`src/rtl/ws2811_frame_sequencer_pkg.sv`:
```
// rtl/ws2811_frame_sequencer_pkg.sv - shared state encodings, 50MHz timing defaults, counter sizing
//
// Purpose: constants shared by the WS2811 frame sequencer and its bit encoder.
// Ports:   none (package).
package ws2811_frame_sequencer_pkg;

  // Frame FSM encodings
  localparam logic [1:0] ST_IDLE  = 2'd0;
  localparam logic [1:0] ST_SEND  = 2'd1;
  localparam logic [1:0] ST_LATCH = 2'd2;

  // Default timing at a 50MHz clock
  localparam int DEF_NUM_LEDS     = 200;
  localparam int DEF_BIT_CYCLES   = 63;    // 1.26us bit slot
  localparam int DEF_T0H_CYCLES   = 13;
  localparam int DEF_T1H_CYCLES   = 30;
  localparam int DEF_LATCH_CYCLES = 2600;  // 52us latch

  localparam int RGB_W = 24;

  // Bits needed to count 0..n-1, never less than one bit.
  function automatic int cnt_width(input int n);
    return (n < 2) ? 1 : $clog2(n);
  endfunction

endpackage

```
`src/rtl/ws2811_bit_encoder.sv`:
```
// rtl/ws2811_bit_encoder.sv - times one WS2811 bit slot as a high/low pulse
//
// Purpose: owns the slot cycle counter. A load starts a fresh slot on the next
//          cycle; without another load the encoder goes quiet with line low.
// Ports:
//   clock, reset  in   clock and synchronous active-high reset
//   tx_bit        in   value of the bit whose slot starts after this edge
//   load          in   start a new slot on the next cycle
//   line          out  registered serial line
//   slot_last     out  high in the last cycle of the active slot
module ws2811_bit_encoder
  import ws2811_frame_sequencer_pkg::*;
#(
  parameter int BIT_CYCLES = DEF_BIT_CYCLES,
  parameter int T0H_CYCLES = DEF_T0H_CYCLES,
  parameter int T1H_CYCLES = DEF_T1H_CYCLES
) (
  input  logic clock,
  input  logic reset,
  input  logic tx_bit,
  input  logic load,
  output logic line,
  output logic slot_last
);

  localparam int CW = cnt_width(BIT_CYCLES);
  localparam logic [CW-1:0] LAST_CYC = CW'(BIT_CYCLES - 1);
  localparam logic [CW-1:0] T0H      = CW'(T0H_CYCLES);
  localparam logic [CW-1:0] T1H      = CW'(T1H_CYCLES);

  logic [CW-1:0] cnt;
  logic [CW-1:0] cnt_next;
  logic          active;
  logic          hold_bit;

  assign cnt_next  = cnt + CW'(1);
  assign slot_last = active && (cnt == LAST_CYC);

  // line is computed one cycle ahead from cnt_next so it stays a plain register.
  always_ff @(posedge clock) begin
    if (reset) begin
      cnt      <= '0;
      active   <= 1'b0;
      hold_bit <= 1'b0;
      line     <= 1'b0;
    end else if (load) begin
      cnt      <= '0;
      active   <= 1'b1;
      hold_bit <= tx_bit;
      line     <= 1'b1;
    end else if (slot_last) begin
      cnt    <= '0;
      active <= 1'b0;
      line   <= 1'b0;
    end else if (active) begin
      cnt  <= cnt_next;
      line <= hold_bit ? (cnt_next < T1H) : (cnt_next < T0H);
    end
  end

endmodule

```
`src/rtl/ws2811_frame_sequencer.sv`:
```
// rtl/ws2811_frame_sequencer.sv - WS2811 frame controller: fetch colours, serialise, latch
//
// Purpose: pulls one 24-bit colour per LED from the wave provider, sends it MSB
//          first as timed pulses, then holds the line low for the latch period.
// Ports:
//   clock, reset  in   clock and synchronous active-high reset
//   start         in   begin one frame (IDLE only)
//   continuous    in   chain the next frame straight after the latch
//   rgb[23:0]     in   colour of the current LED from the provider
//   advance       out  1-cycle pulse: rgb captured, provider steps
//   serial_reset  out  high through the latch; provider rewinds
//   data_out      out  WS2811 serial line
//   busy          out  frame in progress
//   frame_done    out  1-cycle pulse after the latch
module ws2811_frame_sequencer
  import ws2811_frame_sequencer_pkg::*;
#(
  parameter int NUM_LEDS     = DEF_NUM_LEDS,
  parameter int BIT_CYCLES   = DEF_BIT_CYCLES,
  parameter int T0H_CYCLES   = DEF_T0H_CYCLES,
  parameter int T1H_CYCLES   = DEF_T1H_CYCLES,
  parameter int LATCH_CYCLES = DEF_LATCH_CYCLES
) (
  input  logic             clock,
  input  logic             reset,
  input  logic             start,
  input  logic             continuous,
  input  logic [RGB_W-1:0] rgb,
  output logic             advance,
  output logic             serial_reset,
  output logic             data_out,
  output logic             busy,
  output logic             frame_done
);

  localparam int LEDW = cnt_width(NUM_LEDS);
  localparam int LW   = cnt_width(LATCH_CYCLES);
  localparam logic [LEDW-1:0] LAST_LED   = LEDW'(NUM_LEDS - 1);
  localparam logic [LW-1:0]   LAST_LATCH = LW'(LATCH_CYCLES - 1);

  logic [1:0]       state;
  // The MSB of each colour goes straight to the encoder at capture, so only
  // the remaining 23 bits are held here.
  logic [22:0]      shift;
  logic [4:0]       bit_cnt;
  logic [LEDW-1:0]  led_cnt;
  logic [LW-1:0]    latch_cnt;

  logic load;
  logic tx_bit;
  logic slot_last;
  logic latch_end;

  assign latch_end = (latch_cnt == LAST_LATCH);

  // Load the encoder in the cycle before each slot so slots run back to back.
  always_comb begin
    load   = 1'b0;
    tx_bit = 1'b0;
    case (state)
      ST_IDLE: begin
        load   = start;
        tx_bit = rgb[23];
      end
      ST_SEND: begin
        if (slot_last) begin
          if (bit_cnt != 5'd0) begin
            load   = 1'b1;
            tx_bit = shift[22];
          end else if (led_cnt < LAST_LED) begin
            load   = 1'b1;
            tx_bit = rgb[23];
          end
        end
      end
      ST_LATCH: begin
        load   = latch_end && continuous;
        tx_bit = rgb[23];
      end
      default: ;
    endcase
  end

  always_ff @(posedge clock) begin
    if (reset) begin
      state        <= ST_IDLE;
      shift        <= '0;
      bit_cnt      <= '0;
      led_cnt      <= '0;
      latch_cnt    <= '0;
      advance      <= 1'b0;
      serial_reset <= 1'b0;
      busy         <= 1'b0;
      frame_done   <= 1'b0;
    end else begin
      advance    <= 1'b0;
      frame_done <= 1'b0;
      case (state)
        ST_IDLE: begin
          if (start) begin
            state   <= ST_SEND;
            shift   <= rgb[22:0];
            bit_cnt <= 5'd23;
            led_cnt <= '0;
            advance <= 1'b1;
            busy    <= 1'b1;
          end
        end
        ST_SEND: begin
          if (slot_last) begin
            if (bit_cnt != 5'd0) begin
              shift   <= {shift[21:0], 1'b0};
              bit_cnt <= bit_cnt - 5'd1;
            end else if (led_cnt < LAST_LED) begin
              shift   <= rgb[22:0];
              bit_cnt <= 5'd23;
              led_cnt <= led_cnt + LEDW'(1);
              advance <= 1'b1;
            end else begin
              state        <= ST_LATCH;
              serial_reset <= 1'b1;
              latch_cnt    <= '0;
            end
          end
        end
        ST_LATCH: begin
          if (latch_end) begin
            serial_reset <= 1'b0;
            frame_done   <= 1'b1;
            latch_cnt    <= '0;
            if (continuous) begin
              state   <= ST_SEND;
              shift   <= rgb[22:0];
              bit_cnt <= 5'd23;
              led_cnt <= '0;
              advance <= 1'b1;
            end else begin
              state <= ST_IDLE;
              busy  <= 1'b0;
            end
          end else begin
            latch_cnt <= latch_cnt + LW'(1);
          end
        end
        default: state <= ST_IDLE;
      endcase
    end
  end

  ws2811_bit_encoder #(
    .BIT_CYCLES (BIT_CYCLES),
    .T0H_CYCLES (T0H_CYCLES),
    .T1H_CYCLES (T1H_CYCLES)
  ) u_bit_encoder (
    .clock     (clock),
    .reset     (reset),
    .tx_bit    (tx_bit),
    .load      (load),
    .line      (data_out),
    .slot_last (slot_last)
  );

endmodule

```
`config.mk`:
```
export PLATFORM = sky130hd
export DESIGN_NAME = ws2811_frame_sequencer
export DESIGN_NICKNAME = d
export VERILOG_FILES = /design/src/rtl/ws2811_frame_sequencer_pkg.sv /design/src/rtl/ws2811_bit_encoder.sv /design/src/rtl/ws2811_frame_sequencer.sv
export SDC_FILE = /design/constraint.sdc
export NUM_CORES = 1
export LEC_CHECK = 0
export BUFFER_PORTS_ARGS = -buffer_cell sky130_fd_sc_hd__buf_2
export CAP_MARGIN = 10
export CORE_UTILIZATION = 40
export CTS_CLUSTER_SIZE = 28
export DETAILED_ROUTE_END_ITERATION = 7
export PLACE_DENSITY_LB_ADDON = 0.1
export SLEW_MARGIN = 10
export SYNTH_ARGS = -nofsm -noshare
export SYNTH_HDL_FRONTEND = slang
export SYNTH_HIERARCHICAL = 1
export SYNTH_SLANG_ARGS = --single-unit
```
`constraint.sdc`:
```
create_clock -name clock -period 4.7 [get_ports clock]
set_clock_uncertainty 0.05 [all_clocks]
set_input_delay 0.705 -clock clock [delete_from_list [all_inputs] [get_ports clock]]
set_output_delay 0.705 -clock clock [all_outputs]
set_load 0.005 [all_outputs]
```
==> results of run 1 <==
worst max-delay path, cell delays in order (launching register included):
cell	delay (ns)
dfxtp_1	0.32
inv_1	0.10
ha_1	0.17
or4b_4	0.48
o31a_1	0.31
buf_4	0.22
nor3_4	0.20
inv_2	0.26
or3_1	0.54
a211oi_2	0.25
cell type report:
| cell class | count | share of cell area (%) |
|---|---|---|
| clock buffers | 11 | 3.83 |
| clock inverters | 5 | 2.20 |
| inverters | 16 | 1.63 |
| multi-input cells | 282 | 49.8 |
| flip-flops and latches | 63 | 34.1 |
| well taps | 102 | 3.45 |
| repair buffers | 35 | 4.94 |
logic make-up after synthesis:
logic type	after synthesis
AND/OR/NAND/NOR	174
flip-flops	63
buffers and inverters	42
AO/OA/AOI/OAI	87
adder cells (fa/ha/maj)	6
multiplexers	3
XOR/XNOR	12
power breakdown:
| part | switching (uW) | internal (uW) |
|---|---|---|
| clock | 217 | 313 |
| combinational | 78.3 | 56.7 |
| sequential | 20.1 | 560 |
routing by layer:
| metal | vias to the layer above | part of all wire (%) |
|---|---|---|
| met5 | - | 0 |
| met4 | 0 | 1.1 |
| met3 | 8 | 4.1 |
| met2 | 49 | 44 |
| met1 | 1361 | 51 |
| li1 | 1497 | - |
synthesized netlist by cell type, drive strengths merged, types with 3 or more instances:
master	number	area share, %
nand3	12	2.0
or4	4	0.91
o21a	3	0.69
nor4	26	5.0
nor2	26	3.0
or3	4	0.76
dfxtp	63	38
o31ai	6	1.4
and3	4	0.95
a211oi	3	0.99
o211ai	5	1.1
inv	16	1.8
nand4b	3	0.80
nand4	8	1.5
xnor2	3	0.80
o21ai	6	0.91
a22o	4	1.1
clkbuf	19	2.2
a311oi	25	6.7
buf	7	1.5
a21oi	14	2.1
nand2b	4	0.76
xor2	9	2.4
o31a	3	0.80
nor3b	3	0.69
nand2	57	6.5
nor3	5	1.1
ha	6	2.3
and2	5	0.95
per-stage QoR:
stage | hold WS (ns) | std cells | util (%) | setup slack (ns) | instance area [um2]
3_3_place_gp | 0.421 | 498 | 44.2 | 1.81 | 3470
4_1_cts | 0.434 | 514 | 47.1 | 1.66 | 3690
5_1_grt | 0.463 | 514 | 47.1 | 1.50 | 3690
6_report | 0.429 | 514 | 47.1 | 1.70 | 3690
3_5_place_dp | 0.423 | 498 | 44.2 | 1.68 | 3470
2_1_floorplan | 0.411 | 387 | - | 2.11 | 3280
state kept, by name, summed over array words and instances (netlist names), 2 cells and up:
register / cells
latch_cnt: 12
bit_cnt: 5
state: 2
shift: 23
u_bit_encoder/cnt: 6
led_cnt: 8
path summary, 6_finish.rpt:
path,slack [ns],from,end
setup reg to reg,1.70,bit_cnt[0],u_bit_encoder/cnt[1]
hold / removal,0.43,busy,busy
hold reg to reg,0.43,busy,busy
setup / recovery,1.70,bit_cnt[0],u_bit_encoder/cnt[1]
==> run_results.csv, run 1 <==
group,metric,value,unit
clock_network,hold_buffers,0,
routing,detail-route-antenna-nets,0,
final_layout,layout_commonest_cell,"dfxtp_1",
yosys,synth_xor_area_share,3.20,%
die,io_pins,33,
clock_network,clkSlewWorstSetupHoldPaths,0.07,ns
global_route,grt_pass1_vias,2682,
placed_design,gp_congestion,0.796,
die,coreArea,7850,um2
final_layout,n_fill_cell,812,
clock_network,cts.path.max_buffers,2,
critical_path,reg2reg_depth,9,
clock_network,cts_htree_levels,3,
sta,max_freq,0.334,GHz
final_layout,syn2layout_area_growth,12.5,%
power_and_ir_drop,power_density,337,nW/um2
global_route,busiest_layer,"met2",
yosys,synth_top_family_by_area,"simple AND/OR/NAND/NOR gates",
final_layout,diodes,0,
yosys,netlist_area,3280,um2
critical_path,required,4.90,ns
yosys,synth-async-reset-ratio,0,%
worst_hold_path,min_path_cells,2,
routing,drt-total-wl,7.72,mm
placed_design,place_hpwl,5.13,mm
global_route,grt_use_met1,27.0,%
sta,finalSetupViolCount,0,
power_and_ir_drop,power,1250,uW
global_route,grtUsageMet2,29.1,%
final_layout,multi_input_area,1840,um2
clock_network,clk_latency,0.34,ns
sta,fin_crit_sh,63.8,%
worst_hold_path,hp-class,"reg -> reg",
clock_network,postCtsSetupBuffers,0,
final_layout,final_cell_mix,"dfxtp_1 (63), nand2_1 (57), buf_2 (32)",
routing,drc,0,
final_layout,layout-drive-gt1-share,15.3,%
yosys,synthMuxAreaShare,0.953,%
critical_path,crit_fanout,29,
yosys,synth-compound-area-share,20.9,%
yosys,synth_edf_count,0,
yosys,synth_adder_area_share,2.29,%
yosys,synth_flop_cell,"dfxtp_1",
sta,final_hold_viol_count,0,
sta,fin_setup_tns,0,ns
yosys,ys_types,64,
critical_path,arrival,3.20,ns
placed_design,port_buffers,32,
job,cap_violations,0,
yosys,synth_simple_gate_area_share,28.7,%
die,die-area,8570,um2
routing,detail_route.wl_per_cell,15.0,um
global_route,grt_pass1_wl,13.2,mm
final_layout,regArea,1260,um2
die,initial_utilization,41.8,%
routing,via_per_inst,5.67,
global_route,grt_max_degree,51,
yosys,synth_nets,421,
yosys,ys_seq_area_share,38.4,%
final_layout,nets,441,
status,outcome,"complete, no violations",
critical_path,path_class,"reg -> reg",
yosys,avgSynthCellArea,8.48,um2
clock_network,post_cts_resized,0,
clock_network,cts_tree,"yes",
critical_path,crit_path_end_kind,"flop",
global_route,antenna_found_initial,0,
yosys,ys_ff_latch,63,
sta,slew_violations,0,
routing,dr.pass1.iters,4,
routing,first_iter_violations,156,
die,die_y,92.6,um
yosys,yosysWarnings,6,
global_route,grt_use_met3,6.08,%
clock_network,cts_sinks,63,
power_and_ir_drop,ir_drop,0.000136,V
clock_network,cts_root_buf,"clkbuf_8",
sta,worst_pin_slew,1.07,ns
sta,slew_headroom,28.9,%
critical_path,cp-start-kind,"flop",
routing,vias,2915,
yosys,syn_inst,387,
global_route,grt_use_total,19.5,%
clock_network,numCtsBuffers,9,
power_and_ir_drop,p_leak,0.00132,uW
sta,period_needed,3.00,ns
sta,rsz0062_at_grt,"no",
global_route,grt_overflow,0,
die,die_x,92.6,um
die,std_cell_rows,32,
Note: power is estimated with default switching activity, not from simulation.
==> inputs of run 2 (changes only) <==
--- a/config.mk
+++ b/config.mk
@@ -5,6 +5,7 @@
 export SDC_FILE = /design/constraint.sdc
 export NUM_CORES = 1
 export LEC_CHECK = 0
+export ABC_AREA = 1
 export BUFFER_PORTS_ARGS = -buffer_cell sky130_fd_sc_hd__buf_2
 export CAP_MARGIN = 10
 export CORE_UTILIZATION = 40
==> constraint.sdc (replaced) <==
create_clock -name clock -period 2.8 [get_ports clock]
set_clock_uncertainty 0.05 [all_clocks]
set_input_delay 0.42 -clock clock [delete_from_list [all_inputs] [get_ports clock]]
set_output_delay 0.42 -clock clock [all_outputs]
set_load 0.005 [all_outputs]
==> run 2 against run 1 <==
Effect of this change:
- synthesized cell count increased by 41%
- worst setup slack got worse by 1.2 ns
- sequential share of layout area decreased by 2.1 points
- via count increased by 13%
- first-iteration DRC count decreased by 40%
- die area increased by 7.5%
- maximum frequency increased by 33%
- design area increased by 6.6%
==> run_results.csv, run 2 <==
group,metric,value,unit
yosys,post-synth-top-area-cell,"dfxtp_1",
clock_network,cts_root_buf,"clkbuf_8",
status,outcome,"complete, no violations",
clock_network,cts_htree_levels,3,
sta,fin_setup_tns,0,ns
critical_path,reg2reg_from,"u_bit_encoder/cnt[0]",
sta,finalSetupViolCount,0,
clock_network,numCtsBuffers,9,
yosys,yosysWarnings,6,
global_route,grt_pass1_vias,2999,
die,die-area,9220,um2
critical_path,critPathLaunch,"u_bit_encoder/cnt[0]",
routing,drt-total-wl,7.71,mm
critical_path,crit_path_frequent_cell,"inv_1",
sta,slew_violations,0,
final_layout,regMostFlops,"shift",
yosys,synth.top_cell.area_share,35.7,%
worst_hold_path,hp-class,"in -> reg",
clock_network,cts_tree,"yes",
critical_path,crit_fanout,33,
sta,final_hold_viol_count,0,
global_route,grt_overflow,0,
critical_path,reg2reg_depth,15,
routing,via_per_inst,4.83,
final_layout,layout_commonest_cell,"nand2_1",
critical_path,crit_family,"simple AND/OR/NAND/NOR gates",
final_layout,largestRegisters,"shift (23), latch_cnt (12), led_cnt (8)",
clock_network,cts.path.max_buffers,2,
placed_design,place_inst,666,
critical_path,worstPathCellList,"inv_1, ha_1, nand3_1, nor2_1, nand2_2, inv_1, nand2_1, inv_1, nand2_2, nand3_4, inv_1, nand3_4, a21oi_2, o21ai_0, inv_1",
global_route,grt_max_degree,34,
yosys,avgSynthCellArea,6.49,um2
power_and_ir_drop,ir_drop,0.000351,V
final_layout,final_cell_mix,"nand2_1 (160), nor2_1 (92), dfxtp_1 (63)",
routing,drc,0,
critical_path,cp.depth,15,
die,die_x,96.0,um
critical_path,path_class,"reg -> reg",
critical_path,cp-start-kind,"flop",
sta,rsz0062_at_grt,"no",
die,coreArea,8380,um2
die,io_pins,33,
final_layout,n_fill_cell,893,
critical_path,max_stage_delay,0.41,ns
clock_network,hold_buffers,0,
yosys,synth_flop_cell,"dfxtp_1",
global_route,antenna_found_initial,0,
critical_path,reg2reg_setup_slack,0.55,ns
yosys,ys_types,33,
routing,detail-route-antenna-nets,0,
die,die_y,96.0,um
critical_path,cpMaxStageDelayCell,"dfxtp_1",
final_layout,syn2layout_area_growth,11.4,%
yosys,synth-compound-area-share,11.0,%
critical_path,critPathBufInv,5,
yosys,netlist_area,3540,um2
clock_network,clkSlewWorstSetupHoldPaths,0.07,ns
final_layout,post-route-util,47.0,%
critical_path,arrival,2.49,ns
final_layout,stdcell_count,682,
placed_design,gp_congestion,0.819,
final_layout,diodes,0,
yosys,synth-async-reset-ratio,0,%
sta,worst_pin_slew,0.445,ns
yosys,synth_adder_area_share,2.12,%
yosys,synth_edf_count,0,
routing,first_iter_violations,93,
clock_network,clk_latency,0.34,ns
die,std_cell_rows,33,
yosys,synth_top_family_by_area,"simple AND/OR/NAND/NOR gates",
clock_network,post_cts_resized,0,
sta,period_needed,2.25,ns
final_layout,largest_reg_flops,23,
job,cap_violations,0,
final_layout,regArea,1260,um2
placed_design,port_buffers,32,
placed_design,place_hpwl,5.27,mm
power_and_ir_drop,power_density,835,nW/um2
yosys,synth_xor_area_share,0.495,%
sta,fin_crit_sh,80.4,%
clock_network,cts_sinks,63,
final_layout,multi_input_area,1930,um2
final_layout,nets,606,
global_route,grt_use_total,18.6,%
yosys,yosys-top-cells-area,"dfxtp_1 (36%), nand2_1 (17%), nor2_1 (9.8%)",
die,initial_utilization,42.2,%
worst_hold_path,min_path_cells,5,
yosys,ys_ff_latch,63,
critical_path,required,3.03,ns
final_layout,layout-drive-gt1-share,14.0,%
routing,dr.pass1.iters,5,
yosys,synth_nets,579,
yosys,ys_top_cells_by_count,"nand2_1 (160), nor2_1 (92), dfxtp_1 (63)",
routing,detail_route.wl_per_cell,11.3,um
yosys,yosysMostFrequentCell,"nand2_1",
sta,max_freq,0.444,GHz
power_and_ir_drop,p_leak,0.00182,uW
routing,vias,3296,
sta,slew_headroom,70.3,%
clock_network,postCtsSetupBuffers,0,
critical_path,crit_path_end_kind,"flop",
yosys,synthMuxAreaShare,0,%
global_route,grt_pass1_wl,13.4,mm
yosys,syn_inst,545,
yosys,synth_simple_gate_area_share,40.9,%
worst_hold_path,hold_start,"rgb[16]",
yosys,ys_seq_area_share,35.7,%
run 2: worst paths after layout:
| kind | end |
|---|---|
| worst min-delay path | shift[16] |
| worst max-delay path | u_bit_encoder/cnt[5] |
| worst min register to register | busy |
| worst max register to register | u_bit_encoder/cnt[5] |
run 2: cell families after synthesis:
kind of cell	Yosys count
simple gates	328
flops	63
compound gates	72
buf+inv	74
fa+ha+maj	6
xor+xnor	2
run 2: per-layer routing:
layer | share of wire [%] | routed length, um | global-route usage (%) | vias to the layer above
met4 | 0.39 | 30 | 4.10 | 0
met5 | 0 | 0 | 0 | -
met3 | 3.1 | 237 | 5.69 | 2
li1 | - | - | - | 1787
met1 | 50 | 3830 | 23.6 | 1464
met2 | 47 | 3610 | 30.7 | 43
run 2: final cells by class:
type,count,area share [%]
flip-flops and latches,63,32.0
clock buffers,11,3.84
multi-input cells,408,48.9
well taps,105,3.33
repair buffers,34,4.45
inverters,56,5.46
clock inverters,5,2.03
run 2: tightest hold or removal path, cell delays in order:
cell	delay [ns]
buf_2	0.07
nand2_1	0.04
nand2_1	0.05
nor2_1	0.04
nor2_1	0.08
run 2: power breakdown:
group	switching (uW)	internal, uW
combinational	811	365
sequential	121	1080
clock	363	548
run 2: per-stage QoR:
step | hold slack [ns] | setup WS, ns | cell area, um2 | total power [uW]
4_1_cts | 0.320 | 0.525 | 3940 | 3340
2_1_floorplan | 0.387 | 0.928 | 3540 | 2250
5_1_grt | 0.337 | 0.288 | 3940 | 3580
3_3_place_gp | 0.398 | 0.615 | 3710 | 2400
3_5_place_dp | 0.402 | 0.541 | 3710 | 2410
6_report | 0.342 | 0.547 | 3940 | 3290
